File: src/rtl/jtag_tap_pkg.sv
// Shared types and helpers for the oversampled JTAG TAP.
// Contents:
//   tap_state_e    - 4-bit IEEE 1149.1 TAP state encoding (TestLogicReset = 0)
//   IrIdcode       - IDCODE opcode, truncated to the IR width by the user
//   IrBypass       - BYPASS opcode (all ones), truncated to the IR width by the user
//   tap_next_state - TAP next-state function for a given TMS value
package jtag_tap_pkg;

  typedef enum logic [3:0] {
    TestLogicReset = 4'h0,
    RunTestIdle    = 4'h1,
    SelectDr       = 4'h2,
    CaptureDr      = 4'h3,
    ShiftDr        = 4'h4,
    Exit1Dr        = 4'h5,
    PauseDr        = 4'h6,
    Exit2Dr        = 4'h7,
    UpdateDr       = 4'h8,
    SelectIr       = 4'h9,
    CaptureIr      = 4'hA,
    ShiftIr        = 4'hB,
    Exit1Ir        = 4'hC,
    PauseIr        = 4'hD,
    Exit2Ir        = 4'hE,
    UpdateIr       = 4'hF
  } tap_state_e;

  localparam logic [31:0] IrIdcode = 32'h0000_0001;
  localparam logic [31:0] IrBypass = 32'hFFFF_FFFF;

  // IEEE 1149.1 TAP transition table
  function automatic tap_state_e tap_next_state(input tap_state_e state, input logic tms);
    tap_state_e nxt;
    case (state)
      TestLogicReset: nxt = tms ? TestLogicReset : RunTestIdle;
      RunTestIdle:    nxt = tms ? SelectDr       : RunTestIdle;
      SelectDr:       nxt = tms ? SelectIr       : CaptureDr;
      CaptureDr:      nxt = tms ? Exit1Dr        : ShiftDr;
      ShiftDr:        nxt = tms ? Exit1Dr        : ShiftDr;
      Exit1Dr:        nxt = tms ? UpdateDr       : PauseDr;
      PauseDr:        nxt = tms ? Exit2Dr        : PauseDr;
      Exit2Dr:        nxt = tms ? UpdateDr       : ShiftDr;
      UpdateDr:       nxt = tms ? SelectDr       : RunTestIdle;
      SelectIr:       nxt = tms ? TestLogicReset : CaptureIr;
      CaptureIr:      nxt = tms ? Exit1Ir        : ShiftIr;
      ShiftIr:        nxt = tms ? Exit1Ir        : ShiftIr;
      Exit1Ir:        nxt = tms ? UpdateIr       : PauseIr;
      PauseIr:        nxt = tms ? Exit2Ir        : PauseIr;
      Exit2Ir:        nxt = tms ? UpdateIr       : ShiftIr;
      UpdateIr:       nxt = tms ? SelectDr       : RunTestIdle;
      default:        nxt = TestLogicReset;
    endcase
    return nxt;
  endfunction

endpackage

File: src/rtl/jtag_tap_sync.sv
// Pad-input conditioning for the oversampled TAP: samples TCK/TMS/TDI/TRST
// into clk_i and produces one-cycle TCK rise/fall strobes with TMS/TDI/TRST
// aligned to them.
// Configuration: define JTAG_TAP_SYNC_EN for two-flop synchronizers
// (pad-to-strobe 3 cycles); otherwise a single sampling stage (2 cycles).
// Ports:
//   clk_i, rst_i         - system clock, async active-high reset
//   i_tck/i_tms/i_tdi    - pad JTAG inputs
//   i_trst_n             - pad TRST, active low
//   o_tck_rise/o_tck_fall- one-cycle TCK edge strobes
//   o_tms/o_tdi/o_trst_n - conditioned signals aligned with the strobes
module jtag_tap_sync (
  input  logic clk_i,
  input  logic rst_i,
  input  logic i_tck,
  input  logic i_tms,
  input  logic i_tdi,
  input  logic i_trst_n,
  output logic o_tck_rise,
  output logic o_tck_fall,
  output logic o_tms,
  output logic o_tdi,
  output logic o_trst_n
);

  localparam int unsigned NumSig = 4;

  logic [NumSig-1:0] w_pad;
  logic [NumSig-1:0] w_q;
  logic              r_tck_prev;
  logic              r_tck_rise;
  logic              r_tck_fall;
  logic              r_tms;
  logic              r_tdi;
  logic              r_trst_n;

  assign w_pad = {i_tck, i_tms, i_tdi, i_trst_n};

`ifdef JTAG_TAP_SYNC_EN
  logic [NumSig-1:0] r_meta;
  logic [NumSig-1:0] r_sync;

  // Two-flop synchronizer on all pad inputs
  always_ff @(posedge clk_i or posedge rst_i) begin
    if (rst_i) begin
      r_meta <= '0;
      r_sync <= '0;
    end else begin
      r_meta <= w_pad;
      r_sync <= r_meta;
    end
  end
  assign w_q = r_sync;
`else
  logic [NumSig-1:0] r_sync;

  // Single sampling stage for inputs already synchronous to clk_i
  always_ff @(posedge clk_i or posedge rst_i) begin
    if (rst_i) begin
      r_sync <= '0;
    end else begin
      r_sync <= w_pad;
    end
  end
  assign w_q = r_sync;
`endif

  // Edge history plus registered strobes; TMS/TDI/TRST delayed to stay aligned
  always_ff @(posedge clk_i or posedge rst_i) begin
    if (rst_i) begin
      r_tck_prev <= 1'b0;
      r_tck_rise <= 1'b0;
      r_tck_fall <= 1'b0;
      r_tms      <= 1'b0;
      r_tdi      <= 1'b0;
      r_trst_n   <= 1'b0;
    end else begin
      r_tck_prev <= w_q[3];
      r_tck_rise <= w_q[3] & ~r_tck_prev;
      r_tck_fall <= ~w_q[3] & r_tck_prev;
      r_tms      <= w_q[2];
      r_tdi      <= w_q[1];
      r_trst_n   <= w_q[0];
    end
  end

  assign o_tck_rise = r_tck_rise;
  assign o_tck_fall = r_tck_fall;
  assign o_tms      = r_tms;
  assign o_tdi      = r_tdi;
  assign o_trst_n   = r_trst_n;

endmodule

File: src/rtl/jtag_tap_oversampled.sv
// IEEE 1149.1 TAP responder running entirely in clk_i, oversampling the pad
// TCK. Provides IDCODE, BYPASS and one user DR with capture/update strobes.
// Configuration: JTAG_TAP_SYNC_EN (see jtag_tap_sync) selects two-flop pad
// synchronizers.
// Ports:
//   clk_i, rst_i           - system clock, async active-high reset
//   jtag_tck_i/tms_i/tdi_i - pad JTAG inputs
//   jtag_trst_ni           - pad TRST, active low
//   jtag_tdo_o, _oe_o      - serial out and its drive enable (Shift states)
//   tap_state_o            - current TAP state
//   user_capture_o/_i      - capture strobe and parallel capture value
//   user_update_o          - update strobe
//   user_data_o            - user shift register contents
module jtag_tap_oversampled
  import jtag_tap_pkg::*;
#(
  parameter int unsigned         IrWidth     = 5,
  parameter logic [31:0]         IdCode      = 32'h1000_0db3,
  parameter int unsigned         UserDrWidth = 41,
  parameter logic [IrWidth-1:0]  UserInstr   = IrWidth'(5'h11)
) (
  input  logic                   clk_i,
  input  logic                   rst_i,
  input  logic                   jtag_tck_i,
  input  logic                   jtag_tms_i,
  input  logic                   jtag_tdi_i,
  input  logic                   jtag_trst_ni,
  output logic                   jtag_tdo_o,
  output logic                   jtag_tdo_oe_o,
  output logic [3:0]             tap_state_o,
  output logic                   user_capture_o,
  input  logic [UserDrWidth-1:0] user_capture_i,
  output logic                   user_update_o,
  output logic [UserDrWidth-1:0] user_data_o
);

  logic w_tck_rise;
  logic w_tck_fall;
  logic w_tms;
  logic w_tdi;
  logic w_trst_n;
  logic w_adv;

  tap_state_e r_state;
  tap_state_e w_state_nxt;
  logic       w_entering;
  logic       w_capture_nxt;
  logic       w_update_nxt;
  logic       w_tdo_oe_nxt;
  logic       r_user_capture;
  logic       r_user_update;
  logic       r_tdo_oe;
  logic       r_tdo;

  logic [IrWidth-1:0]     r_ir;
  logic [IrWidth-1:0]     r_ir_sr;
  logic [31:0]            r_idcode_sr;
  logic [UserDrWidth-1:0] r_user_sr;
  logic                   r_bypass;
  logic                   w_sel_idcode;
  logic                   w_sel_user;
  logic                   w_dr_lsb;

  jtag_tap_sync u_sync (
    .clk_i      (clk_i),
    .rst_i      (rst_i),
    .i_tck      (jtag_tck_i),
    .i_tms      (jtag_tms_i),
    .i_tdi      (jtag_tdi_i),
    .i_trst_n   (jtag_trst_ni),
    .o_tck_rise (w_tck_rise),
    .o_tck_fall (w_tck_fall),
    .o_tms      (w_tms),
    .o_tdi      (w_tdi),
    .o_trst_n   (w_trst_n)
  );

  // TRST beats a coincident TCK rise, so shifting is suppressed while it is low
  assign w_adv = w_tck_rise & w_trst_n;

  // DR select; all-ones stays BYPASS even if it collides with UserInstr
  assign w_sel_idcode = (r_ir == IrWidth'(IrIdcode));
  assign w_sel_user   = ~w_sel_idcode && (r_ir == UserInstr) && (r_ir != IrWidth'(IrBypass));
  assign w_dr_lsb     = w_sel_idcode ? r_idcode_sr[0] :
                        w_sel_user   ? r_user_sr[0]   : r_bypass;

  // Next state and registered-output precursors
  always_comb begin
    w_state_nxt   = r_state;
    w_entering    = 1'b0;
    w_capture_nxt = 1'b0;
    w_update_nxt  = 1'b0;
    w_tdo_oe_nxt  = 1'b0;
    if (!w_trst_n) begin
      w_state_nxt = TestLogicReset;
    end else if (w_tck_rise) begin
      w_state_nxt = tap_next_state(r_state, w_tms);
    end
    w_entering    = (w_state_nxt != r_state);
    w_capture_nxt = w_sel_user & w_entering & (w_state_nxt == CaptureDr);
    w_update_nxt  = w_sel_user & w_entering & (w_state_nxt == UpdateDr);
    w_tdo_oe_nxt  = (w_state_nxt == ShiftDr) | (w_state_nxt == ShiftIr);
  end

  // State register and strobes
  always_ff @(posedge clk_i or posedge rst_i) begin
    if (rst_i) begin
      r_state        <= TestLogicReset;
      r_user_capture <= 1'b0;
      r_user_update  <= 1'b0;
      r_tdo_oe       <= 1'b0;
    end else begin
      r_state        <= w_state_nxt;
      r_user_capture <= w_capture_nxt;
      r_user_update  <= w_update_nxt;
      r_tdo_oe       <= w_tdo_oe_nxt;
    end
  end

  // IR/DR capture and shift on TCK rise in Capture/Shift; TDO on TCK fall
  always_ff @(posedge clk_i or posedge rst_i) begin
    if (rst_i) begin
      r_ir        <= IrWidth'(IrIdcode);
      r_ir_sr     <= '0;
      r_idcode_sr <= '0;
      r_user_sr   <= '0;
      r_bypass    <= 1'b0;
      r_tdo       <= 1'b0;
    end else begin
      if (w_state_nxt == TestLogicReset) begin
        r_ir <= IrWidth'(IrIdcode);
      end else if (w_state_nxt == UpdateIr && r_state != UpdateIr) begin
        r_ir <= r_ir_sr;
      end

      if (w_adv) begin
        case (r_state)
          CaptureIr: r_ir_sr <= IrWidth'(2'b01);
          ShiftIr:   r_ir_sr <= {w_tdi, r_ir_sr[IrWidth-1:1]};
          CaptureDr: begin
            if (w_sel_idcode) begin
              r_idcode_sr <= IdCode | 32'h1;
            end else if (w_sel_user) begin
              r_user_sr <= user_capture_i;
            end else begin
              r_bypass <= 1'b0;
            end
          end
          ShiftDr: begin
            if (w_sel_idcode) begin
              r_idcode_sr <= {w_tdi, r_idcode_sr[31:1]};
            end else if (w_sel_user) begin
              // Shift form that also works for a 1-bit user register
              r_user_sr <= (r_user_sr >> 1) | (UserDrWidth'(w_tdi) << (UserDrWidth - 1));
            end else begin
              r_bypass <= w_tdi;
            end
          end
          default: ;
        endcase
      end

      if (w_tck_fall) begin
        if (r_state == ShiftIr) begin
          r_tdo <= r_ir_sr[0];
        end else if (r_state == ShiftDr) begin
          r_tdo <= w_dr_lsb;
        end
      end
    end
  end

  assign jtag_tdo_o     = r_tdo;
  assign jtag_tdo_oe_o  = r_tdo_oe;
  assign tap_state_o    = r_state;
  assign user_capture_o = r_user_capture;
  assign user_update_o  = r_user_update;
  assign user_data_o    = r_user_sr;

endmodule

File: config.mk
export PLATFORM = sky130hd
export DESIGN_NAME = jtag_tap_oversampled
export DESIGN_NICKNAME = d
export VERILOG_FILES = /design/src/rtl/jtag_tap_pkg.sv /design/src/rtl/jtag_tap_sync.sv /design/src/rtl/jtag_tap_oversampled.sv
export SDC_FILE = /design/constraint.sdc
export NUM_CORES = 1
export LEC_CHECK = 0
export CORE_UTILIZATION = 50
export CTS_CLUSTER_DIAMETER = 60
export DETAILED_ROUTE_END_ITERATION = 12
export GPL_TIMING_DRIVEN = 0
export MAX_ROUTING_LAYER = met4
export PLACE_DENSITY = 0.78
export SLEW_MARGIN = 25
export SYNTH_ARGS = -nofsm -noshare
export SYNTH_HDL_FRONTEND = slang
export SYNTH_HIERARCHICAL = 1
export SYNTH_SLANG_ARGS = --single-unit
File: constraint.sdc
create_clock -name clk_i -period 4.7 [get_ports clk_i]
set_clock_uncertainty 0.2 [all_clocks]
set_input_delay 1.41 -clock clk_i [delete_from_list [all_inputs] [get_ports clk_i]]
set_output_delay 1.41 -clock clk_i [all_outputs]
set_load 0.01 [all_outputs]
==> results.py <==
metrics = {
    "worst_hold_path": {
        "hold_path_depth": 0,
        "hold_end": "u_sync/o_trst_n",
        "min_path_type": "reg -> reg",
        "min-delay-start": "u_sync/r_sync[0]",
    },
    "sta": {
        "worst_pin_slew_ps": 878,
        "setup_tns_ps": 0,
        "max_freq_ghz": 0.322,
        "finalHoldViolCount": 0,
        "slew_violations": 0,
        "finalCritPeriodShare_pct": 66.1,
        "fin_crit_ps": 3110,
        "rsz0062_at_grt": "no",
        "setup_viol": 0,
        "relSlewSlack_pct": 40.6,
    },
    "pwr": {
        "ir_drop_mv": 0.191,
        "powerDensity_nw_per_um2": 257,
        "power_mw": 1.61,
        "leakage_nw": 2.74,
    },
    "yosys": {
        "syn_avg_cell_area_um2": 9.98,
        "synth_seq_area_share_pct": 52.1,
        "synth.area.top_cells": "dfrtp_1, mux2i_1, nand2_1",
        "synth.distinct_cells": 54,
        "yosysWarnings": 6,
        "synthArstFlopShare_pct": 100,
        "syn_area_um2": 4900,
        "synth-edff-count": 0,
        "ys.flop_type": "dfrtp_1",
        "ys_ff_latch": 102,
        "syn_nets": 538,
        "synthTopCellsByCount": "nand2_1, dfrtp_1, o21ai_0",
        "synth_top_area_share_pct": 51.6,
        "yosysMostFrequentCell": "nand2_1",
        "netlist_instances": 491,
        "yosysTopAreaCell": "dfrtp_1",
    },
    "worst_setup_path": {
        "r2r_end": "user_data_o[36]",
        "r2r_slack_ps": 1920,
        "crit_path_end_kind": "output port",
        "crit_chain": "clkdlybuf4s50_1",
        "cp.required_ps": 3090,
        "critPathBufInv": 1,
        "worstRegToRegCells": 7,
        "start_kind": "flip-flop",
        "reg2reg_from": "r_ir[0]",
        "arrival_ps": 1500,
        "path_class": "reg -> out",
        "crit_path_top_delay_cell": "clkdlybuf4s50_1",
        "crit_family": "buffers and inverters",
        "slowest_delay_ps": 600,
        "crit_fanout": 9,
    },
    "cts": {
        "cts_tree": "yes",
        "h-tree-depth": 3,
        "cts_num_sinks": 102,
        "ctsHoldBuffers": 0,
        "clkLatencyLatePin_ps": 360,
        "clk_path_buf_depth": 2,
        "cts-root-buf": "clkbuf_8",
        "cts_resized": 0,
        "postCtsSetupRepairBufs": 0,
        "clk_pin_slew_ps": 110,
        "cts_buffers": 9,
    },
    "placed_design": {
        "finalWeightedCongestion": 0.898,
        "dp_cells": 716,
        "io_buffers": 95,
        "dpl.hpwl_um": 8190,
    },
    "drt": {
        "drtIter0Drc": 158,
        "drc": 0,
        "drtPass1Iterations": 4,
        "vias": 3920,
        "final_antenna_net_count": 0,
        "wl_um": 11300,
        "wl_per_cell_um": 15.4,
        "drt-vias-per-instance": 5.36,
    },
    "layout": {
        "fin_util_pct": 66.8,
        "syn_to_final_growth_pct": 27.8,
        "final_nets": 645,
        "stdcell_count": 732,
        "drive_above_1_share_pct": 14.3,
        "insertedDiodeCount": 0,
    },
    "floorplan": {
        "die_area_um2": 10200,
        "start_util_pct": 52.3,
        "io-pin-count": 96,
        "die-height_um": 101,
        "core_area_um2": 9370,
        "rows": 35,
        "fp.dieW_um": 101,
    },
    "global_route": {
        "grt_pass1_wl_um": 19100,
        "grt_antenna_before_repair": 0,
        "grt_pass1_vias": 3792,
        "grt_overflow": 0,
        "grt_max_degree": 77,
        "globalRouteTotalUtil_pct": 24.9,
    },
    "status": {
        "outcome": "completed",
    },
    "flow_run": {
        "drv_cap": 0,
    },
}
## flip-flops by register name (all words and copies together) (netlist names), 4 cells and up
| signal | flops |
|---|---|
| r_ir | 5 |
| u_sync/r_sync | 4 |
| tap_state_o | 4 |
| r_idcode_sr | 32 |
| user_data_o | 41 |
| r_ir_sr | 5 |
## metal layers
layer	vias to the layer above	wire length (um)	GRT usage [%]	share of wire, %
met5	-	0	-	0
met4	0	121	6.80	1.1
met3	9	708	5.48	6.3
met2	111	5230	37.5	46
met1	1908	5200	34.1	46
li1	1892	-	-	-
## per-stage QoR
stage	cell area, um^2	setup slack (ps)	hold WS (ps)
5_1_grt	6260	1520	164
3_3_place_gp	6010	-687	132
2_1_floorplan	4900	700	131
6_report	6260	1590	157
4_1_cts	6260	1580	161
3_5_place_dp	6040	1980	136
## cell type report
| type | instances | area (um^2) |
|---|---|---|
| well taps | 129 | 161 |
| clock inverters | 7 | 91.3 |
| multi-input cells | 346 | 2120 |
| repair buffers | 96 | 978 |
| clock buffers | 9 | 124 |
| plain buffers | 35 | 191 |
| inverters | 8 | 35.0 |
| flip-flops and latches | 102 | 2550 |
| fillers | 784 | 3110 |
## cells in the final DEF, fill, tap and decap left out, types with 3 or more instances in the layout
| cell | instances |
|---|---|
| a31oi_1 | 3 |
| nor2b_1 | 6 |
| inv_1 | 6 |
| nand2_1 | 111 |
| a22oi_1 | 3 |
| dfrtp_1 | 101 |
| o21ai_1 | 3 |
| nand2b_1 | 6 |
| clkbuf_1 | 10 |
| nand3b_1 | 3 |
| and2_1 | 3 |
| mux2i_1 | 44 |
| o21ai_2 | 30 |
| buf_4 | 4 |
| clkbuf_8 | 9 |
| nor3b_2 | 3 |
| buf_2 | 18 |
| a21oi_1 | 12 |
| nand3_1 | 8 |
| o21ai_0 | 49 |
| nor2_1 | 21 |
| clkdlybuf4s50_1 | 95 |
| buf_6 | 3 |
## how the worst max path moves through the flow
stage,startpoint,endpoint,cells after the start
after CTS,tap_state_o[0],tap_state_o[0],1
final,tap_state_o[0],tap_state_o[0],1
after floorplan,rst_i,jtag_tdo_o,1
after global placement,rst_i,tap_state_o[1],2
after global routing,tap_state_o[0],tap_state_o[0],1
after detailed placement,r_ir[0],user_data_o[3],7
## cell families after synthesis
group,Yosys count,share of synthesized area (%)
compound gates,117,15.9
flops,102,52.1
simple gates,179,17.1
buf+inv,43,4.52
mux,47,9.75
xor+xnor,3,0.536
## power by group
part / internal [mW] / leakage, nW / switching, mW
clock: 0.261 / 0.110 / 0.333
sequential: 0.885 / 1.19 / 0.00747
combinational: 0.0638 / 1.45 / 0.0603
total: 1.21 / 2.74 / 0.401
No activity file was read; power rests on OpenSTA's default activity.
